File: src/rtl/note_judge.sv
// Note window judge: compares player key edges against the song engine's current
// note and keeps saturating score, combo and best combo with one-cycle judgement pulses.
module note_judge #(
    parameter int SETTLE      = 2,
    parameter int PERFECT_PTS = 3,
    parameter int GOOD_PTS    = 1
) (
    input  logic        game_clock,
    input  logic        game_reset_n,
    input  logic [7:0]  game_frame,
    input  logic [11:0] curr_note,
    input  logic [3:0]  hold_length,
    input  logic [11:0] keys,
    output logic [15:0] score,
    output logic [7:0]  combo,
    output logic [7:0]  max_combo,
    output logic        hit_pulse,
    output logic        perfect_pulse,
    output logic        miss_pulse
);

    typedef enum logic [1:0] {
        IDLE        = 2'd0,
        SETTLE_WAIT = 2'd1,
        ARMED       = 2'd2,
        DONE        = 2'd3
    } state_t;

    localparam logic [2:0]  SETTLE_LAST = 3'(SETTLE - 1);
    localparam logic [15:0] PERFECT_INC = 16'(PERFECT_PTS);
    localparam logic [15:0] GOOD_INC    = 16'(GOOD_PTS);

    function automatic logic [15:0] sat_add16(input logic [15:0] a, input logic [15:0] b);
        logic [16:0] sum;
        sum = {1'b0, a} + {1'b0, b};
        return sum[16] ? 16'hFFFF : sum[15:0];
    endfunction

    function automatic logic [7:0] sat_inc8(input logic [7:0] a);
        return (a == 8'hFF) ? 8'hFF : (a + 8'd1);
    endfunction

    state_t      state_r, state_next_s;
    logic [7:0]  prev_frame_r;
    logic [11:0] prev_keys_r;
    logic [11:0] target_r, target_next_s;
    logic [3:0]  len_r, len_next_s;
    logic [3:0]  remaining_r, remaining_next_s;
    logic [2:0]  settle_cnt_r, settle_next_s;
    logic [15:0] score_r, score_next_s;
    logic [7:0]  combo_r, combo_next_s;
    logic [7:0]  max_combo_r, max_next_s;
    logic        hit_r, perfect_r, miss_r;
    logic        hit_s, perfect_s, miss_s;

    logic        frame_tick_s, restart_s, close_s, wrong_s, right_s;
    logic [11:0] key_rise_s;
    logic [3:0]  note_len_s;
    logic [7:0]  combo_inc_s;

    assign frame_tick_s = (game_frame != prev_frame_r);
    assign restart_s    = frame_tick_s && (game_frame == 8'd0);
    assign close_s      = frame_tick_s && (remaining_r == 4'd1);
    assign key_rise_s   = keys & ~prev_keys_r;
    assign wrong_s      = ((key_rise_s & ~target_r) != 12'd0);
    assign right_s      = ((key_rise_s & target_r) != 12'd0);
    assign note_len_s   = (hold_length == 4'd0) ? 4'd1 : hold_length;
    assign combo_inc_s  = sat_inc8(combo_r);

    // Window state machine, judgement and score/combo update; a hit is judged before a window close
    always_comb begin
        state_next_s     = state_r;
        settle_next_s    = settle_cnt_r;
        target_next_s    = target_r;
        len_next_s       = len_r;
        remaining_next_s = remaining_r;
        score_next_s     = score_r;
        combo_next_s     = combo_r;
        max_next_s       = max_combo_r;
        hit_s            = 1'b0;
        perfect_s        = 1'b0;
        miss_s           = 1'b0;
        if (restart_s) begin
            state_next_s  = SETTLE_WAIT;
            settle_next_s = 3'd0;
            score_next_s  = 16'd0;
            combo_next_s  = 8'd0;
        end else begin
            case (state_r)
                IDLE: begin
                    if (frame_tick_s) begin
                        state_next_s  = SETTLE_WAIT;
                        settle_next_s = 3'd0;
                    end else begin
                        state_next_s = IDLE;
                    end
                end
                SETTLE_WAIT: begin
                    if (settle_cnt_r == SETTLE_LAST) begin
                        target_next_s    = curr_note;
                        len_next_s       = note_len_s;
                        remaining_next_s = note_len_s;
                        settle_next_s    = 3'd0;
                        state_next_s     = (curr_note == 12'd0) ? DONE : ARMED;
                    end else begin
                        settle_next_s = settle_cnt_r + 3'd1;
                    end
                end
                ARMED: begin
                    if (wrong_s) begin
                        miss_s       = 1'b1;
                        state_next_s = DONE;
                    end else if (right_s) begin
                        hit_s        = 1'b1;
                        perfect_s    = (remaining_r == len_r);
                        state_next_s = DONE;
                    end else begin
                        state_next_s = ARMED;
                    end
                    if (close_s) begin
                        miss_s        = ~hit_s;
                        state_next_s  = SETTLE_WAIT;
                        settle_next_s = 3'd0;
                    end else if (frame_tick_s) begin
                        remaining_next_s = remaining_r - 4'd1;
                    end else begin
                        remaining_next_s = remaining_r;
                    end
                end
                DONE: begin
                    if (close_s) begin
                        state_next_s  = SETTLE_WAIT;
                        settle_next_s = 3'd0;
                    end else if (frame_tick_s) begin
                        remaining_next_s = remaining_r - 4'd1;
                    end else begin
                        state_next_s = DONE;
                    end
                end
                default: begin
                    state_next_s  = IDLE;
                    settle_next_s = 3'd0;
                end
            endcase
            if (hit_s) begin
                combo_next_s = combo_inc_s;
                max_next_s   = (combo_inc_s > max_combo_r) ? combo_inc_s : max_combo_r;
                score_next_s = sat_add16(score_r, perfect_s ? PERFECT_INC : GOOD_INC);
            end else if (miss_s) begin
                combo_next_s = 8'd0;
            end else begin
                combo_next_s = combo_r;
            end
        end
    end

    // State, history and registered outputs
    always_ff @(posedge game_clock or negedge game_reset_n) begin
        if (!game_reset_n) begin
            state_r      <= IDLE;
            prev_frame_r <= 8'd0;
            prev_keys_r  <= 12'd0;
            target_r     <= 12'd0;
            len_r        <= 4'd0;
            remaining_r  <= 4'd0;
            settle_cnt_r <= 3'd0;
            score_r      <= 16'd0;
            combo_r      <= 8'd0;
            max_combo_r  <= 8'd0;
            hit_r        <= 1'b0;
            perfect_r    <= 1'b0;
            miss_r       <= 1'b0;
        end else begin
            state_r      <= state_next_s;
            prev_frame_r <= game_frame;
            prev_keys_r  <= keys;
            target_r     <= target_next_s;
            len_r        <= len_next_s;
            remaining_r  <= remaining_next_s;
            settle_cnt_r <= settle_next_s;
            score_r      <= score_next_s;
            combo_r      <= combo_next_s;
            max_combo_r  <= max_next_s;
            hit_r        <= hit_s;
            perfect_r    <= perfect_s;
            miss_r       <= miss_s;
        end
    end

    assign score         = score_r;
    assign combo         = combo_r;
    assign max_combo     = max_combo_r;
    assign hit_pulse     = hit_r;
    assign perfect_pulse = perfect_r;
    assign miss_pulse    = miss_r;

endmodule

File: config.mk
export PLATFORM = sky130hd
export DESIGN_NAME = note_judge
export DESIGN_NICKNAME = d
export VERILOG_FILES = /design/src/rtl/note_judge.sv
export SDC_FILE = /design/constraint.sdc
export NUM_CORES = 1
export LEC_CHECK = 0
export CAP_MARGIN = 20
export CORE_ASPECT_RATIO = 1.5
export CORE_UTILIZATION = 55
export DETAILED_ROUTE_END_ITERATION = 6
export PLACE_DENSITY = 0.91
export SKIP_LAST_GASP = 1
export SLEW_MARGIN = 20
export SYNTH_ARGS = -nofsm -noshare
export SYNTH_HDL_FRONTEND = slang
export SYNTH_SLANG_ARGS = --single-unit
File: constraint.sdc
create_clock -name game_clock -period 8.1 [get_ports game_clock]
set_input_delay 1.62 -clock game_clock [delete_from_list [all_inputs] [get_ports game_clock]]
set_output_delay 1.62 -clock game_clock [all_outputs]
set_load 0.01 [all_outputs]
* Yosys cells after proc, flatten, opt, wreduce, memory -nomap -nowiden
Index checks and enable logic that the tools add are counted.
Storage, ports and cells: register bits after elaboration 80, bits of input ports 38, output and inout bits 35, logic and storage cells 102
Operators by class: eq/ne operators 15, $lt $le $gt $ge 1, mux-type cells 45, add/sub/neg operators 4, reductions and logical operators 17, bitwise logic cells 7
Operator list (count):
- $mux 16 | 3
- $and 12x12->12 | 3
- $mux 8 | 4
- $not 12->12 | 2
- $reduce_bool 12->1 | 2
- $mux 1 | 21
- $add 16x2->17 | 1
- $mux 4 | 4
- $logic_not 12->1 | 1
- $mux 2 | 6
- $mux 3 | 4
- $pmux 3 s3 | 1
- $add 8x1->8 const B | 1
- $eq 8x8->1 const B | 1
- $gt 8x8->1 | 1
- $logic_not 8->1 | 1
- $ne 8x8->1 | 1
- $pmux 2 s4 | 1
- $pmux 4 s2 | 1
- $ne 3x3->1 const B | 2
- $reduce_and 3->1 | 2
- $reduce_and 5->1 | 1
- $eq 2x2->1 const B | 2
- $eq 4x1->1 const B | 1
- 17 further kinds | 22

* Logic depth before layout (Yosys ltp)
Gate-level depths: netlist of the first run.
depth in word-level cells 15, mapped depth 12, gate-level depth less buffers 12

* Worst setup path after synthesis of the first run
Ideal clock, no wire load.
kind input to register, start point in keys[1], end point reg score_r[7], in the netlist score[7], path slack 4.072 ns, library setup time 0.094 ns, data required time 8.006 ns, path buffers 1, arrival 3.934 ns, cell stages on the path 10, cell sequence nor3b_1 nor4_1 nand3_1 nor4_1 fa_1 nand3_1 or3_1 buf_2 and4_1 a211oi_1
On the way: longest elaborated chain between the ends 12, elaborated cells on any way between the ends 21, classes of those cells add/sub: 1; mux: 14; bitwise: 3; reduce/logical: 3
RTL lines:
- start: declaration | line 13 | input logic [11:0] keys,
- $and 12x12->12 * | line 64 | assign key_rise_s = keys & ~prev_keys_r;
- $and 12x12->12 | line 66 | assign right_s = ((key_rise_s & target_r) != 12'd0);
- $reduce_bool 12->1 | line 66
- $mux 1 | line 113 | end else if (right_s) begin
- $mux 1 | line 110 | if (wrong_s) begin
- $mux 1 | line 89 | case (state_r)
- $mux 1 | line 83 | if (restart_s) begin
- $mux 2 | line 148 | score_next_s = sat_add16(score_r, perfect_s ? PERFECT_INC : GOOD_INC);
- $add 16x2->17 | line 35 | sum = {1'b0, a} + {1'b0, b};
- $mux 16 | line 36 | return sum[16] ? 16'hFFFF : sum[15:0];
- $mux 16 | line 145 | if (hit_s) begin
- $mux 16 | line 83
- end signal: assignment | line 181 | score_r <= score_next_s;
- end: declaration | line 50 | logic [15:0] score_r, score_next_s;
Every way passes the cells marked *; elsewhere a longest branch is shown, timed or not. The select of a mux whose other input is x is not followed. A chain may end at the register's enable or synchronous reset.

* Final worst setup path of the first run
start point in keys[4], end point reg score_r[7], in the netlist score[7]
The elaborated chain is that of the path after synthesis.

==> results of run 1 <==
[Yosys cell counts, types with 6 or more instances]
library cell and n:
nand3_1 12, nand2_1 22, a21oi_1 18, nor4_1 9, nor3b_1 14, o21ai_0 9
nor2_1 22, nand4_1 7, dfrtp_1 80, a311oi_1 6, a211oi_1 10, xor2_1 10
buf_2 6, inv_1 18, nor3_1 10, ha_1 12, a22o_1 8, xnor2_1 6
nand3b_1 14, mux2_2 19
[worst min-delay path by stage]
stage                       startpoint            to  cells past startpoint  slack, ps
after CTS                 max_combo[4]  max_combo[4]                      1        540
after global placement    max_combo[4]  max_combo[4]                      1        510
final                         score[9]      score[9]                      2        540
after floorplan               len_r[3]      len_r[3]                      1        500
after detailed placement  max_combo[4]  max_combo[4]                      1        520
after global routing      max_combo[7]  max_combo[7]                      1        570
[final cells by class]
class	count	area, um2	area share [%]
clock buffer	11	141	2.75
clock inverter	5	80.1	1.56
inverter	18	67.6	1.31
multi-input combinational	270	2000	38.8
sequential	80	2000	38.9
tap	100	125	2.43
timing repair buffer	74	737	14.3
[where the power goes]
group	switching (mW)	internal, mW	total [mW]
clock	0.146	0.181	0.327
sequential	0.0945	0.483	0.578
combinational	0.204	0.211	0.415
total	0.445	0.875	1.32
[state kept, by name, indices dropped and copies added, names as in the netlist, 4 cells and up]
signal	count
prev_frame_r	8
len_r	4
remaining_r	4
score	16
max_combo	8
combo	8
target_r	12
prev_keys_r	12
[layer usage]
metal  track usage (%)  vias to the layer above
met3              5.31                       16
met5                 0                        -
li1                  -                     1562
met1              28.4                     1615
met2              43.5                       77
met4              10.6                        0
[kinds of logic after synthesis]
kind of cell               after synthesis  synth area share (%)
adders and majority gates               13                  4.13
xor gates and xnor gates                16                  3.40
muxes                                   26                  7.02
AOI/OAI and AO/OA                       78                  14.3
DFF                                     80                  48.6
buffers and inverters                   29                  2.92
and+or+nand+nor                        137                  19.6
[stage by stage]
| stage | util [%] | cells |
|---|---|---|
| 6_report | 71.2 | 558 |
| 5_1_grt | 71.2 | 558 |
| 4_1_cts | 71.2 | 558 |
| 3_5_place_dp | 68.1 | 542 |
| 3_3_place_gp | 68.1 | 542 |
| 2_1_floorplan | - | 379 |
[placed cells by master, fill, tap and decap left out, types with 3 or more instances in the layout]
cell,Yosys,final
nand2b_1,3,3
nand3_1,12,12
nand3b_1,14,14
o21ai_0,9,9
clkbuf_8,0,10
nor3_1,10,10
clkdlybuf4s50_1,0,71
mux2i_1,3,3
a311oi_1,6,6
xnor2_1,6,6
a211oi_1,10,10
inv_1,18,18
a21oi_1,18,18
nor2b_1,3,3
and3_1,3,3
o22ai_1,3,3
xor2_1,10,10
a22o_1,8,8
mux2_1,4,4
ha_1,12,12
nand2_1,22,22
a41oi_1,4,4
nor4_1,9,9
nor3b_1,14,14
and2_1,4,4
nand4_1,7,7
mux2_2,19,19
nor2_1,22,22
dfrtp_1,80,80
a41o_1,4,4
a31oi_1,5,5
[worst max-delay path, cell delays in order]
cell and delay [ps]:
clkdlybuf4s50_1 440, nor3b_1 160, nor4_1 310, nand3_1 330
nor4_1 450, fa_1 380, nand3_1 160, or3_1 550
and4_1 260, a211oi_1 260
==> flow_summary.yaml, run 1 <==
run_status:
  outcome: "finished clean"
route:
  drt_wl_total_um: 9100
  met3_length_um: 357
  via_per_inst: 5.86
  ant_nets: 0
  drt_pass1_iterations: 4
  m1WireLength_um: 3720
  detail_route.wl_per_cell_um: 16.3
  drc_errors: 0
  dr_wl_met2_um: 4830
  num_vias: 3270
  highest_layer: "met4"
  drtIter0Drc: 167
setup_path:
  r2r-end: "score[7]"
  path_max_fanout: 10
  required_ps: 8360
  cp-end-kind: "register"
  crit_path_end: "score[7]"
  crit_start: "keys[4]"
  reg2reg_slack_ps: 4840
  crit_path_start_kind: "input pin"
  timing.rr.start: "target_r[4]"
  worstPathArrival_ps: 4920
  critical_path_class: "in -> reg"
  r2r_cells: 9
die:
  io_pins: 73
  dieHeight_um: 108
  start_util_pct: 57.0
  rows: 38
  dieWidth_um: 72.7
  core_um2: 7230
  fp.dieArea_um2: 7840
timing:
  slew_headroom_pct: 37.7
  setup-tns-final_ps: 0
  rsz0062_at_grt: "no"
  fin_crit_sh_pct: 57.5
  tightestPinTransition_ps: 927
  setup_viol: 0
  fin_ws_ps: 3440
  period_needed_ps: 4660
  slew_violations: 0
  hold_viol: 0
  max_freq_mhz: 215
  skew_ps: 7.33
  hold_ws_ps: 539
place:
  place_area_um2: 4920
  dp_hpwl_um: 6500
  io_buffer_count: 72
  dp_slack_ps: 3070
  gp_congestion: 0.826
finish:
  drive_above_1_share_pct: 10.9
  nets: 504
  fillers: 553
  area_delta_synth_final_pct: 25.0
  diodes: 0
  final_cell_area_um2: 5150
clock_tree:
  ctsResizeCount: 0
  clk_path_buf_depth: 2
  htree_levels: 3
  post_cts_buffers: 0
  clk_pin_slew_worst_paths_ps: 80
  insertion_delay_ps: 360
  cts_made_buffers: 9
  root_buffer: "clkbuf_8"
  cts_tree: "built"
  cts_sinks: 80
  cts_hold_buf: 0
hold_path:
  hold_path.class: "reg -> reg"
logic_synthesis:
  syn_area_um2: 4120
  syn_nets: 430
  postSynthCellCount: 379
  yosysSeqAreaShare_pct: 48.6
  synth_top_area_cell: "dfrtp_1"
  ys_types: 52
  synth_warnings: 0
  ys_ff_latch: 80
  syn_area_per_cell_um2: 10.9
  synth.area.top_cells: "dfrtp_1 49%, mux2_2 5.2%, ha_1 3.6%"
  synthFlopType: "dfrtp_1"
  synth-edff-count: 0
  synth_top_cell_area_share_pct: 48.6
  synthArstFlopShare_pct: 100
power:
  peakVddDrop_mv: 0.119
  p_leak_nw: 2.14
  p_total_mw: 1.32
  powerDensity_nw_per_um2: 256
global_routing:
  antenna_found_initial: 0
  grt_pass1_wl_um: 14700
  grt.overflow.total: 0
  grt_usage_pct: 24.6
  grt_pass1_vias: 3227
  grt_max_degree: 81
flow_run:
  max-cap-violations: 0
Note: power is estimated with default switching activity, not from simulation.
==> run 2, diff against run 1 <==
Settings changed: CORE_UTILIZATION 55 to 48, PLACE_DENSITY 0.91 to 0.85.
Clock period 8.1 ns to 4 ns, I/O delays scaled along.
==> run 2 against run 1 <==
Net effect: clock skew decreased by 2.4 ps; first-iteration DRC count grew 36%; final cell count grew 2.3%; register-to-register slack worse by 3900 ps; largest cell class unchanged; largest power group unchanged.
==> flow_summary.yaml, run 2 (synthesis gave the netlist of run 1 again) <==
run_status:
  outcome: "finished clean"
timing:
  skew_ps: 4.91
  rsz0062_at_grt: "no"
  setup_viol: 0
  hold_viol: 0
  fin_crit_sh_pct: 87.7
  slew_violations: 0
  period_needed_ps: 3510
  slew_headroom_pct: 52.0
  max_freq_mhz: 285
  setup-tns-final_ps: 0
  tightestPinTransition_ps: 719
place:
  dp_hpwl_um: 6710
  place_area_um2: 4980
  io_buffer_count: 72
  gp_congestion: 0.801
route:
  detail_route.wl_per_cell_um: 16.5
  m1WireLength_um: 3660
  ant_nets: 0
  met3_length_um: 442
  drt_wl_total_um: 9430
  via_per_inst: 5.85
  drt_pass1_iterations: 6
  highest_layer: "met4"
  dr_wl_met2_um: 5160
  drtIter0Drc: 227
  drc_errors: 0
  num_vias: 3341
setup_path:
  cp-end-kind: "register"
  r2r_cells: 12
  crit_path_start_kind: "input pin"
  worstPathCellList: "clkdlybuf4s50_1 -> nor3b_1 -> nor4_1 -> nand3_1 -> nor4_1 -> buf_4 -> fa_1 -> nand3_1 -> or3_1 -> and4_1 -> a211oi_1"
  critical_path_class: "in -> reg"
  worstPathArrival_ps: 3750
  r2r-end: "max_combo[0]"
  path_max_fanout: 10
  reg2reg_slack_ps: 950
  cp_slowest_cell: "or3_1"
  required_ps: 4240
  max_stage_delay_ps: 550
  timing.rr.start: "combo[0]"
power:
  clock_power_share_pct: 28.8
  peakVddDrop_mv: 0.332
  p_int_mw: 1.90
  comb_power_share_pct: 30.1
  switching_share_pct: 32.9
  p_seq_share_pct: 41.1
  p_switching_uw: 935
  p_total_mw: 2.84
  powerDensity_nw_per_um2: 538
  p_leak_nw: 2.20
clock_tree:
  clk_pin_slew_worst_paths_ps: 60
  cts_made_buffers: 9
  htree_levels: 3
  root_buffer: "clkbuf_16"
  cts_hold_buf: 0
  cts_tree: "built"
  insertion_delay_ps: 340
  clk_path_buf_depth: 2
  post_cts_buffers: 0
  ctsResizeCount: 0
  cts_sinks: 80
die:
  dieHeight_um: 115
  rows: 41
  start_util_pct: 49.2
  core_um2: 8360
  fp.dieArea_um2: 8960
  io_pins: 73
  dieWidth_um: 77.6
global_routing:
  grt_usage_pct: 22.8
  antenna_found_initial: 0
  grt_pass1_vias: 3421
  grt_pass1_wl_um: 15900
  grt_max_degree: 81
  grt.overflow.total: 0
finish:
  final_cell_mix: "80 x dfrtp_1, 71 x clkdlybuf4s50_1, 22 x nand2_1, 22 x nor2_1, 19 x mux2_2"
  nets: 510
  seq_area_um2: 2000
  drive_above_1_share_pct: 12.3
  final_cell_area_um2: 5280
  final_common_cell: "dfrtp_1"
  fillers: 641
  diodes: 0
  multiInputGateArea_um2: 2000
  area_delta_synth_final_pct: 28.2
  largest_register_ffs: 16
hold_path:
  hold_path.class: "in -> async"
flow_run:
  max-cap-violations: 0
[run 2: cell count changes in the layout (fill, tap and decap cells not counted)]
cell,previous run,this run
clkbuf_1,1,0
buf_4,2,8
bufinv_16,2,1
clkbuf_16,0,9
clkinv_2,1,2
clkbuf_8,10,0
clkinv_4,0,2
[run 2: worst max path at each step]
stage	from	end	slack, ps	cells after the start
after floorplan	keys[1]	score[7]	790	10
after global placement	keys[9]	score[7]	250	11
after detailed placement	keys[4]	score[7]	110	11
after CTS	keys[6]	score[7]	480	11
after global routing	keys[9]	score[7]	200	11
final	keys[6]	score[7]	490	11
[run 2: area by class of cell]
| type | count | area share [%] |
|---|---|---|
| Sequential cell | 80 | 37.9 |
| Multi-Input combinational cell | 270 | 37.8 |
| Timing Repair Buffer | 80 | 14.8 |
| Clock buffer | 9 | 4.27 |
| Tap cell | 107 | 2.54 |
| Clock inverter | 7 | 1.37 |
| Inverter | 18 | 1.28 |
[run 2: critical path: cells and delay by family]
family,cells,cell delay (ps)
compound gates,1,260
simple gates,7,1890
fa+ha+maj,1,180
buf+inv,2,630
[run 2: routing by layer]
metal  global-route usage (%)  vias to the layer above
li1                         -                     1576
met1                     26.2                     1637
met2                     41.4                      111
met3                     4.41                       17
met4                     9.69                        0
met5                        0                        -
[run 2: power groups by stage]
stage	registers [mW]	clock network (mW)	logic, mW
after CTS	1.16	0.834	0.863
after global routing	1.20	0.862	0.950
final	1.17	0.818	0.854
after detailed placement	1.17	0	0.853
after global placement	1.16	0	0.817
after floorplan	1.13	0	0.604
[run 2: per-stage QoR]
step           setup slack, ps  std cells  hold WS [ps]  util (%)
5_1_grt                    200        571           550      63.1
4_1_cts                    483        571           525      63.1
6_report                   491        571           475      63.1
3_5_place_dp               115        555           512      59.5
3_3_place_gp               252        555           506      59.5
2_1_floorplan              792        379           502         -
